[src/rtl/rf_write_arbiter_if.sv]
// Requester-side bus of the register-file write arbiter.
//
// Handshake: requester i raises req_valid[i] with req_addr/req_data (and
// req_lock) and holds valid/addr/data stable until req_ready[i] is seen
// high. A transfer happens on a rising clk edge where req_valid[i] and
// req_ready[i] are both high. req_ready is combinational, at most one bit is
// set per cycle, and no requester's ready depends on another's ready. The
// accepted write appears on rf_we/rf_addr/rf_data/grant_id one cycle later.
interface rf_write_arbiter_if #(
    parameter int N_REQ  = 3,
    parameter int ADDR_W = 5,
    parameter int DATA_W = 4
) ();
    localparam int GID_W = (N_REQ > 1) ? $clog2(N_REQ) : 1;

    logic [N_REQ-1:0]        req_valid;
    logic [N_REQ-1:0]        req_lock;
    logic [N_REQ*ADDR_W-1:0] req_addr;
    logic [N_REQ*DATA_W-1:0] req_data;
    logic [N_REQ-1:0]        req_ready;
    logic                    rf_we;
    logic [ADDR_W-1:0]       rf_addr;
    logic [DATA_W-1:0]       rf_data;
    logic [GID_W-1:0]        grant_id;
    logic                    locked;

    // Requesters plus the observer of the RF write port.
    modport master (
        output req_valid, req_lock, req_addr, req_data,
        input  req_ready, rf_we, rf_addr, rf_data, grant_id, locked
    );

    // The arbiter itself.
    modport slave (
        input  req_valid, req_lock, req_addr, req_data,
        output req_ready, rf_we, rf_addr, rf_data, grant_id, locked
    );
endinterface

[src/rtl/rf_write_arbiter.sv]
// Round-robin arbiter sharing the single register-file write port among
// N_REQ requesters, with short locked bursts (up to MAX_LOCK grants while
// others wait). The accepted write is registered onto rf_we/rf_addr/rf_data.
// Optional feature macro: RF_ARB_STATS_EN adds stat_clr / grant_cnt
// (per-requester saturating 8-bit transfer counters).
module rf_write_arbiter #(
    parameter int N_REQ    = 3,
    parameter int ADDR_W   = 5,
    parameter int DATA_W   = 4,
    parameter int MAX_LOCK = 4
) (
    input  logic                   clk,
    input  logic                   rst_n,
    rf_write_arbiter_if.slave      bus
`ifdef RF_ARB_STATS_EN
    ,
    input  logic                   stat_clr,
    output logic [N_REQ*8-1:0]     grant_cnt
`endif
);
    localparam int GID_W = (N_REQ > 1) ? $clog2(N_REQ) : 1;
    localparam int CNT_W = $clog2(MAX_LOCK + 1);

    // locked mirrors the state register, so it doubles as the FSM debug view.
    typedef enum logic {S_IDLE, S_LOCKED} state_t;

    state_t             state;
    logic [GID_W-1:0]   last_grant;
    logic [CNT_W-1:0]   lock_cnt;

    logic               rr_found;
    logic [GID_W-1:0]   rr_idx;
    logic [GID_W-1:0]   scan_idx;
    logic               others_valid;
    logic               at_max;
    logic               rr_mode;
    logic               grant_en;
    logic [GID_W-1:0]   grant_idx;
    logic [N_REQ-1:0]   ready_vec;
    logic [ADDR_W-1:0]  sel_addr;
    logic [DATA_W-1:0]  sel_data;
    logic               sel_lock;

    // Round-robin search: first valid requester after last_grant, wrapping.
    always_comb begin
        rr_found = 1'b0;
        rr_idx   = '0;
        scan_idx = last_grant;
        for (int k = 0; k < N_REQ; k++) begin
            scan_idx = (scan_idx == GID_W'(N_REQ - 1)) ? '0 : scan_idx + 1'b1;
            if (!rr_found && bus.req_valid[scan_idx]) begin
                rr_found = 1'b1;
                rr_idx   = scan_idx;
            end
        end
    end

    // Grant decision: RR when idle or when a full burst must yield, else owner only.
    always_comb begin
        others_valid = |(bus.req_valid & ~(N_REQ'(1) << last_grant));
        at_max       = (lock_cnt == CNT_W'(MAX_LOCK));
        rr_mode      = (state == S_IDLE) || (at_max && others_valid);
        if (rr_mode) begin
            grant_en  = rr_found;
            grant_idx = rr_idx;
        end else begin
            grant_en  = bus.req_valid[last_grant];
            grant_idx = last_grant;
        end
        ready_vec = grant_en ? (N_REQ'(1) << grant_idx) : '0;
        sel_lock  = bus.req_lock[grant_idx];
        sel_addr  = '0;
        sel_data  = '0;
        for (int i = 0; i < N_REQ; i++) begin
            if (grant_idx == GID_W'(i)) begin
                sel_addr = bus.req_addr[i*ADDR_W +: ADDR_W];
                sel_data = bus.req_data[i*DATA_W +: DATA_W];
            end
        end
    end

    assign bus.req_ready = ready_vec;

    // Arbitration FSM plus the registered RF write port.
    always_ff @(posedge clk or negedge rst_n) begin
        if (!rst_n) begin
            state        <= S_IDLE;
            last_grant   <= GID_W'(N_REQ - 1);
            lock_cnt     <= '0;
            bus.rf_we    <= 1'b0;
            bus.rf_addr  <= '0;
            bus.rf_data  <= '0;
            bus.grant_id <= '0;
            bus.locked   <= 1'b0;
        end else begin
            bus.rf_we <= grant_en;
            if (grant_en) begin
                bus.rf_addr  <= sel_addr;
                bus.rf_data  <= sel_data;
                bus.grant_id <= grant_idx;
            end
            if (rr_mode) begin
                if (grant_en) begin
                    last_grant <= grant_idx;
                end
                if (grant_en && sel_lock) begin
                    state      <= S_LOCKED;
                    lock_cnt   <= CNT_W'(1);
                    bus.locked <= 1'b1;
                end else begin
                    state      <= S_IDLE;
                    lock_cnt   <= '0;
                    bus.locked <= 1'b0;
                end
            end else if (grant_en && sel_lock) begin
                // Owner continues; a full burst with nobody waiting restarts its count.
                lock_cnt <= at_max ? CNT_W'(1) : lock_cnt + 1'b1;
            end else begin
                state      <= S_IDLE;
                lock_cnt   <= '0;
                bus.locked <= 1'b0;
            end
        end
    end

`ifdef RF_ARB_STATS_EN
    // Per-requester saturating transfer counters; a clear beats a same-cycle transfer.
    always_ff @(posedge clk or negedge rst_n) begin
        if (!rst_n) begin
            grant_cnt <= '0;
        end else begin
            for (int i = 0; i < N_REQ; i++) begin
                if (stat_clr) begin
                    grant_cnt[i*8 +: 8] <= 8'd0;
                end else if (ready_vec[i] && bus.req_valid[i] &&
                             grant_cnt[i*8 +: 8] != 8'hFF) begin
                    grant_cnt[i*8 +: 8] <= grant_cnt[i*8 +: 8] + 8'd1;
                end
            end
        end
    end
`endif
endmodule

[src/flat_wrapper.sv]
// flat-port wrapper written by rule: the top's interface ports become plain ports
module rf_write_arbiter_flat 
#(
    parameter int N_REQ    = 3,
    parameter int ADDR_W   = 5,
    parameter int DATA_W   = 4,
    parameter int MAX_LOCK = 4
)
  (clk, rst_n, bus_req_valid, bus_req_lock, bus_req_addr, bus_req_data, bus_req_ready, bus_rf_we, bus_rf_addr, bus_rf_data, bus_grant_id, bus_locked);
  rf_write_arbiter_if #(.N_REQ(N_REQ), .ADDR_W(ADDR_W), .DATA_W(DATA_W)) bus_i ();
  input  logic clk;
  input  logic rst_n;
  input wire logic [$bits(bus_i.req_valid)-1:0] bus_req_valid;
  input wire logic [$bits(bus_i.req_lock)-1:0] bus_req_lock;
  input wire logic [$bits(bus_i.req_addr)-1:0] bus_req_addr;
  input wire logic [$bits(bus_i.req_data)-1:0] bus_req_data;
  output wire logic [$bits(bus_i.req_ready)-1:0] bus_req_ready;
  output wire logic [$bits(bus_i.rf_we)-1:0] bus_rf_we;
  output wire logic [$bits(bus_i.rf_addr)-1:0] bus_rf_addr;
  output wire logic [$bits(bus_i.rf_data)-1:0] bus_rf_data;
  output wire logic [$bits(bus_i.grant_id)-1:0] bus_grant_id;
  output wire logic [$bits(bus_i.locked)-1:0] bus_locked;
  assign bus_i.req_valid = bus_req_valid;
  assign bus_i.req_lock = bus_req_lock;
  assign bus_i.req_addr = bus_req_addr;
  assign bus_i.req_data = bus_req_data;
  assign bus_req_ready = bus_i.req_ready;
  assign bus_rf_we = bus_i.rf_we;
  assign bus_rf_addr = bus_i.rf_addr;
  assign bus_rf_data = bus_i.rf_data;
  assign bus_grant_id = bus_i.grant_id;
  assign bus_locked = bus_i.locked;
  rf_write_arbiter #(.N_REQ(N_REQ), .ADDR_W(ADDR_W), .DATA_W(DATA_W), .MAX_LOCK(MAX_LOCK)) u_core (.clk(clk), .rst_n(rst_n), .bus(bus_i));
endmodule
[config.mk]
export PLATFORM = sky130hd
export DESIGN_NAME = rf_write_arbiter_flat
export DESIGN_NICKNAME = d
export VERILOG_FILES = /design/src/rtl/rf_write_arbiter_if.sv /design/src/rtl/rf_write_arbiter.sv /design/src/flat_wrapper.sv
export SDC_FILE = /design/constraint.sdc
export NUM_CORES = 1
export LEC_CHECK = 0
export BUFFER_PORTS_ARGS = -buffer_cell sky130_fd_sc_hd__buf_4
export CORE_MARGIN = 1.5
export CORE_UTILIZATION = 30
export CTS_CLUSTER_SIZE = 30
export DETAILED_ROUTE_END_ITERATION = 6
export REMOVE_ABC_BUFFERS = 1
export SLEW_MARGIN = 20
export SYNTH_ARGS = -nofsm -noshare
export SYNTH_HDL_FRONTEND = slang
export SYNTH_SLANG_ARGS = --single-unit
[constraint.sdc]
create_clock -name clk -period 2.9 [get_ports clk]
set_input_delay 0.145 -clock clk [delete_from_list [all_inputs] [get_ports clk]]
set_output_delay 0.145 -clock clk [all_outputs]
set_load 0.005 [all_outputs]
==> results.md, run 1 <==
- Number of global-route vias before repair: 1084
- Worst skew pair latency: 0.25 ns
- Post-cts sizing count: 0
- Clk sink count: 18
- Largest net degree at the start of global routing: 19
- Outcome: finished clean
- Routed WL: 3070 µm
- Worst VDD drop: 417 µV
- # DRC: 0
- Core region area: 0.00372 mm²
- Initial Util: 31.9%
- DR pass1 iterations: 5
- GRT overflow: 0
- RePlAce Congestion: 0.732
- Final net count: 196
- Number of DRC markers in iteration 0: 11
- Most used cell, CP: nand2_1
- Synth cell types: 38
- Initial antenna violation count: 0
- FP Rows: 22
- Cells after synthesis: 107
- Post-synth top flop: dfrtp_1
- CP max-delay cell: dfstp_2
- F_max: 378 MHz
- Post-placement cell area: 0.00159 mm²
- CTS tree: done
- Final count of pins violating max slew: 0
- Ys async rst share: 100%
- Pleak: 0.752 nW
- DIE WIDTH: 65.9 µm
- Critical Path Sink Type: output pin
- Sequential cell area fraction in the yosys report: 38.1%
- Routed Antenna Nets: 0
- Startpoint Class: register
- Cell chain of the critical path: nor3_1 -> a32oi_1 -> nand2_1 -> o221a_4 -> inv_2 -> nand2_1 -> nor2_1 -> buf_4
- Cell Area, Synth: 0.00119 mm²
- Vias: 1048
- EDFF count, synth: 0
- Most frequent cells in the layout: 52 x buf_4, 17 x dfrtp_1, 13 x mux2i_1
- DR WL/cell: 14.9 µm
- Setup TNS: 0 ns
- Layout filler cell count: 368
- Die height: 65.9 µm
- Final period util: 91.2%
- GRT met2 Usage: 27.1%
- PortBufs: 50
- Multi-input gate area: 664 µm²
- HPWL after detailed placement: 2320 µm
- Crit path time final: 2.64 ns
- Final Hold Violating Endpoints: 0
- Worst-margin pin slew: 0.471 ns
- Fin area: 0.00165 mm²
- Slowest stage delay, CP: 0.63 ns
- Crit Path Category: register to output pin
- Post-DR vias/cell: 5.09
- Post-CTS setup buffer count: 0
- Synth warn: 0
- Worst Path Max Fanout: 17
- Slew margin rel.: 68.5%
- IO Count: 51
- RSZ-0062 raised after global routing: false
- Pwr per Cell Area: 1020 mW/mm²
- P&R area growth vs syn: 39.1%
- Max_cap viols: 0
- First-pass GRT wire length: 4910 µm
- Flops & latches, synth: 18
- Post-Synthesis Mean Instance Area: 11.1 µm²
- Clock Path Buffers: 2
- Top Usage Layer GRT: met2
- CP arrival: 2.50 ns
- FF/Latch Area: 452 µm²
- Root buffer cell: clkbuf_8
- Final setup violation count: 0
- GRT Util Overall: 14.7%
- Fraction of layout cells with a size suffix above 1: 46.2%
- ANT cells: 0
- Met1 usage: 17.4%
- WP data required: 2.76 ns
- Number of CTS-inserted buffers: 3
- CTS HTree Levels: 1
- Hold buffers post-CTS: 1
- Die area: 0.00434 mm²
- Worst Skew: 0.00184 ns
- Worst Hold Class: input pin to register
- Most common cell after layout, fill and taps aside: buf_4
- Worst-path clk slew: 0.07 ns
- GR Util met3: 3.92%
[cell type report]
| cell class | instances | area share, % |
|---|---|---|
| Multi-Input combinational cell | 78 | 40.3 |
| Sequential cell | 18 | 27.4 |
| Timing Repair Buffer | 53 | 24.3 |
| Inverter | 5 | 1.14 |
| Tap cell | 48 | 3.64 |
| Clock buffer | 4 | 3.34 |
[synthesized netlist by cell type (all sizes together), types with 2 or more instances]
cell / n / area share, %
o2bb2ai: 4 / 3.0
inv: 5 / 1.6
ha: 2 / 2.1
nand3: 7 / 3.0
a31oi: 2 / 1.6
o21a: 3 / 1.9
nor2: 6 / 1.9
o311ai: 6 / 5.1
nor3b: 3 / 1.9
mux2: 5 / 5.1
nand2b: 2 / 1.1
buf: 5 / 3.9
mux2i: 13 / 11
nand2: 8 / 2.5
nor3: 5 / 3.5
dfrtp: 17 / 36
[logic make-up after synthesis]
| kind of cell | share of synthesized area (%) |
|---|---|
| AO/OA/AOI/OAI | 21.4 |
| multiplexers | 16.0 |
| adder cells (fa/ha/maj) | 2.11 |
| AND/OR/NAND/NOR | 16.5 |
| flip-flops | 38.1 |
| buffers and inverters | 5.91 |
[power breakdown]
part           internal [W]  leakage [nW]  switching [W]
logic              0.000521         0.502       0.000483
clock network      0.000121        0.0288      0.0000855
registers          0.000373         0.221       0.000103
[registers in the layout, indices dropped and copies added (netlist names)]
name,cells
u_core.lock_cnt,3
u_core.last_grant,2
u_core.bus.grant_id,2
u_core.bus.rf_addr,5
u_core.bus.rf_we,1
u_core.bus.rf_data,4
u_core.bus.locked,1
[path summary, 6_finish.rpt]
| check | start | cells past startpoint | endpoint | slack (ns) |
|---|---|---|---|---|
| hold reg to reg | u_core.bus.rf_data[0]$_DFFE_PN0P_ | 2 | u_core.bus.rf_data[0]$_DFFE_PN0P_ | 0.49 |
| setup reg to reg | u_core.lock_cnt[0]$_DFF_PN0_ | 9 | u_core.lock_cnt[1]$_DFF_PN0_ | 0.47 |
| hold / removal | bus_req_data[9] | 3 | u_core.bus.rf_data[1]$_DFFE_PN0P_ | 0.14 |
| setup / recovery | u_core.last_grant[1]$_DFFE_PN1P_ | 8 | bus_req_ready[0] | 0.26 |
| min in group asynchronous | rst_n | 2 | u_core.last_grant[0]$_DFFE_PN0P_ | 0.30 |
| max in group asynchronous | rst_n | 2 | u_core.last_grant[1]$_DFFE_PN1P_ | 2.34 |
[routing by layer]
metal	routed length, µm	part of all wire, %
met1	1270	41
met2	1600	52
met3	195	6.4
met5	0	0
met4	0	0
[critical path: cells and delay by family, from the launching register on]
kind | cells | cell delay (ns)
AND/OR/NAND/NOR | 4 | 0.56
AO/OA/AOI/OAI | 2 | 0.69
flip-flops | 1 | 0.63
buffers and inverters | 2 | 0.36
[metrics by stage]
step / std cells / hold WS [ns] / utilization (%) / power (W) / setup slack [ns]
after floorplan: 101 / -0.151 / - / 0.00109 / 0.618
after global placement: 201 / 0.0342 / 42.7 / 0.00147 / 0.541
after detailed placement: 201 / 0.0354 / 42.7 / 0.00150 / 0.444
after CTS: 206 / 0.134 / 44.4 / 0.00172 / 0.237
after global routing: 206 / 0.150 / 44.4 / 0.00182 / 0.111
final: 206 / 0.136 / 44.4 / 0.00169 / 0.256
(Power assumes the default switching activity.)
==> run 2: changes to the inputs <==
--- a/config.mk
+++ b/config.mk
@@ -6,7 +6,6 @@
 export NUM_CORES = 1
 export LEC_CHECK = 0
 export BUFFER_PORTS_ARGS = -buffer_cell sky130_fd_sc_hd__buf_4
-export CORE_MARGIN = 1.5
 export CORE_UTILIZATION = 30
 export CTS_CLUSTER_SIZE = 30
 export DETAILED_ROUTE_END_ITERATION = 6
==> constraint.sdc (replaced) <==
create_clock -name clk -period 2.32 [get_ports clk]
set_input_delay 0.116 -clock clk [delete_from_list [all_inputs] [get_ports clk]]
set_output_delay 0.116 -clock clk [all_outputs]
set_load 0.005 [all_outputs]
==> results.md, run 2 (same netlist as run 1, synthesis figures left out) <==
- Number of CTS-inserted buffers: 3 (unchanged)
- CTS HTree Levels: 1 (unchanged)
- GRT overflow: 0 (unchanged)
- Worst VDD drop: 608 µV (+46%)
- Critical path buffers and inverters: 2 (unchanged)
- Outcome: finished clean
- Post-DR vias/cell: 4.87 (-4.2%)
- Final count of pins violating max slew: 0 (unchanged)
- Hold_sp: bus_req_addr[12]
- Max reg flops: 5 (unchanged)
- ANT cells: 0 (unchanged)
- Most used cell, CP: buf_4
- Worst Hold Class: input pin to register
- IO Count: 51 (unchanged)
- # DRC: 0 (unchanged)
- Largest Register: u_core.bus.rf_addr
- FP Rows: 22 (unchanged)
- Fin area: 0.00182 mm² (+10%)
- FF/Latch Area: 453 µm² (+0.28%)
- R2R Path Start: u_core.last_grant[1]$_DFFE_PN1P_
- Routed WL: 3000 µm (-2.1%)
- Cell chain of the critical path: nor3_2 -> a32o_2 -> nor4b_4 -> nor2_4 -> buf_4 -> nor2_1 -> buf_4
- Die height: 64.9 µm (-1.5%)
- Final period util: 95.5%
- Pwr per Cell Area: 1290 mW/mm² (+27%)
- Crit-path leading delay family: simple AND/OR/NAND/NOR gates
- Setup TNS: 0 ns (unchanged)
- GRT Util Overall: 15.2% (+0.49 points)
- Pleak: 0.842 nW (+12%)
- WP data required: 2.20 ns (-0.56 ns)
- Max_cap viols: 0 (unchanged)
- First-pass GRT wire length: 4890 µm (-0.41%)
- Vias: 1067 (+1.8%)
- CTS tree: done
- CP max-delay cell: dfstp_2
- Worst skew pair latency: 0.26 ns (about the same)
- PortBufs: 50 (unchanged)
- Crit Path Category: register to output pin
- Layout filler cell count: 341 (-7.3%)
- R2R Path End: u_core.bus.rf_data[0]$_DFFE_PN0P_
- Core region area: 0.00372 mm² (unchanged)
- Slew margin rel.: 73.2% (+4.7 points)
- HPWL after detailed placement: 2310 µm (-0.21%)
- RSZ-0062 raised after global routing: true
- DR pass1 iterations: 4 (-1)
- DIE WIDTH: 64.9 µm (-1.5%)
- DR WL/cell: 13.7 µm (-7.9%)
- Final Hold Violating Endpoints: 0 (unchanged)
- Hold WS: 0.102 ns (-0.0331 ns)
- F_max: 451 MHz
- Worst reg-to-reg setup slack: 0.15 ns (-0.32 ns)
- Non-filler instance count after layout: 219 (+6.3%)
- Depth of the most critical reg-to-reg path: 8 (-1)
- Placed insts: 208 (+3.5%)
- Clk sink count: 18 (unchanged)
- Levels on crit path: 7 (-1)
- Number of global-route vias before repair: 1056 (-2.6%)
- P&R area growth vs syn: 53.3%
- Fraction of layout cells with a size suffix above 1: 54.4% (+8.2 points)
- Crit. Startpoint: u_core.last_grant[1]$_DFFE_PN1P_
- Critical Path Sink Type: output pin
- Worst-path clk slew: 0.07 ns (about the same)
- Worst Skew: 0.00165 ns (-0.000191 ns)
- Most common cell after layout, fill and taps aside: buf_4
- Most frequent cells in the layout: 63 x buf_4, 16 x dfrtp_1, 13 x mux2i_1
- CP arrival: 2.10 ns (-0.40 ns)
- Largest net degree at the start of global routing: 19 (unchanged)
- Final net count: 209 (+6.6%)
- RePlAce Congestion: 0.901 (+23%)
- Biggest regs: u_core.bus.rf_addr (5), u_core.bus.rf_data (4), u_core.lock_cnt (3)
- Routed Antenna Nets: 0 (unchanged)
- Multi-input gate area: 713 µm² (+7.3%)
- Number of DRC markers in iteration 0: 30 (+19)
- Crit path time final: 2.22 ns
- Startpoint Class: register
- Initial antenna violation count: 0 (unchanged)
- Post-placement cell area: 0.00165 mm² (+4.1%)
- Clock Path Buffers: 2 (unchanged)
- Worst Path Max Fanout: 6 (-11)
- Root buffer cell: clkbuf_8
- Slowest stage delay, CP: 0.60 ns (-0.03 ns)
- Worst setup path endpoint: bus_req_ready[0]
- Worst-margin pin slew: 0.402 ns (-0.0696 ns)
- Die area: 0.00421 mm² (-3.0%)
- Final setup violation count: 0 (unchanged)
- Initial Util: 31.9% (unchanged)
-- run 2: area by class of cell --
cell class	instances	share of cell area (%)
Multi-Input combinational cell	78	39.2
Sequential cell	18	24.9
Clock buffer	4	3.03
Tap cell	48	3.30
Inverter	5	1.17
Timing Repair Buffer	66	28.4
-- run 2: worst min-delay path by stage --
| stage | endpoint | slack (ns) | cells past startpoint |
|---|---|---|---|
| 6_report | u_core.bus.rf_addr[2]$_DFFE_PN0P_ | 0.10 | 3 |
| 5_1_grt | u_core.bus.rf_data[2]$_DFFE_PN0P_ | 0.11 | 3 |
| 4_1_cts | u_core.bus.rf_addr[2]$_DFFE_PN0P_ | 0.10 | 3 |
| 3_5_place_dp | u_core.last_grant[0]$_DFFE_PN0P_ | 0.006 | 1 |
| 3_3_place_gp | u_core.last_grant[0]$_DFFE_PN0P_ | -0.0004 | 1 |
| 2_1_floorplan | u_core.bus.grant_id[0]$_DFFE_PN0P_ | -0.18 | 0 |
-- run 2: metal layers --
layer / up-vias / part of all wire (%) / GRT usage [%]
li1: 537 / - / -
met1: 492 / 45 / 20.4
met2: 36 / 47 / 24.1
met3: 2 / 7.1 / 3.52
met4: 0 / 0.77 / 4.72
met5: - / 0 / 0
-- run 2: timing repair --
item,4_1_cts,5_1_grt
setup buffers,1,5
setup endpoints to repair,3,16
pin swaps,1,2
hold endpoints to repair,18,0
gates resized for setup,3,10
hold buffers,1,0
-- run 2: through the flow --
stage          util [%]  worst slack (ns)  total power, W
2_1_floorplan         -            0.0382         0.00137
3_3_place_gp       44.4            0.0982         0.00193
3_5_place_dp       44.4            0.0126         0.00196
4_1_cts            46.8           -0.0602         0.00227
5_1_grt            48.9           -0.0308         0.00252
6_report           48.9             0.103         0.00235
-- run 2: worst min-delay path: stages --
cell      delay, ns
buf_4          0.08
nand3_1        0.05
o311ai_1       0.08
-- run 2: report_power, final --
part	internal, W	switching [W]
Clock	0.000151	0.000113
Combinational	0.000837	0.000655
Sequential	0.000468	0.000126
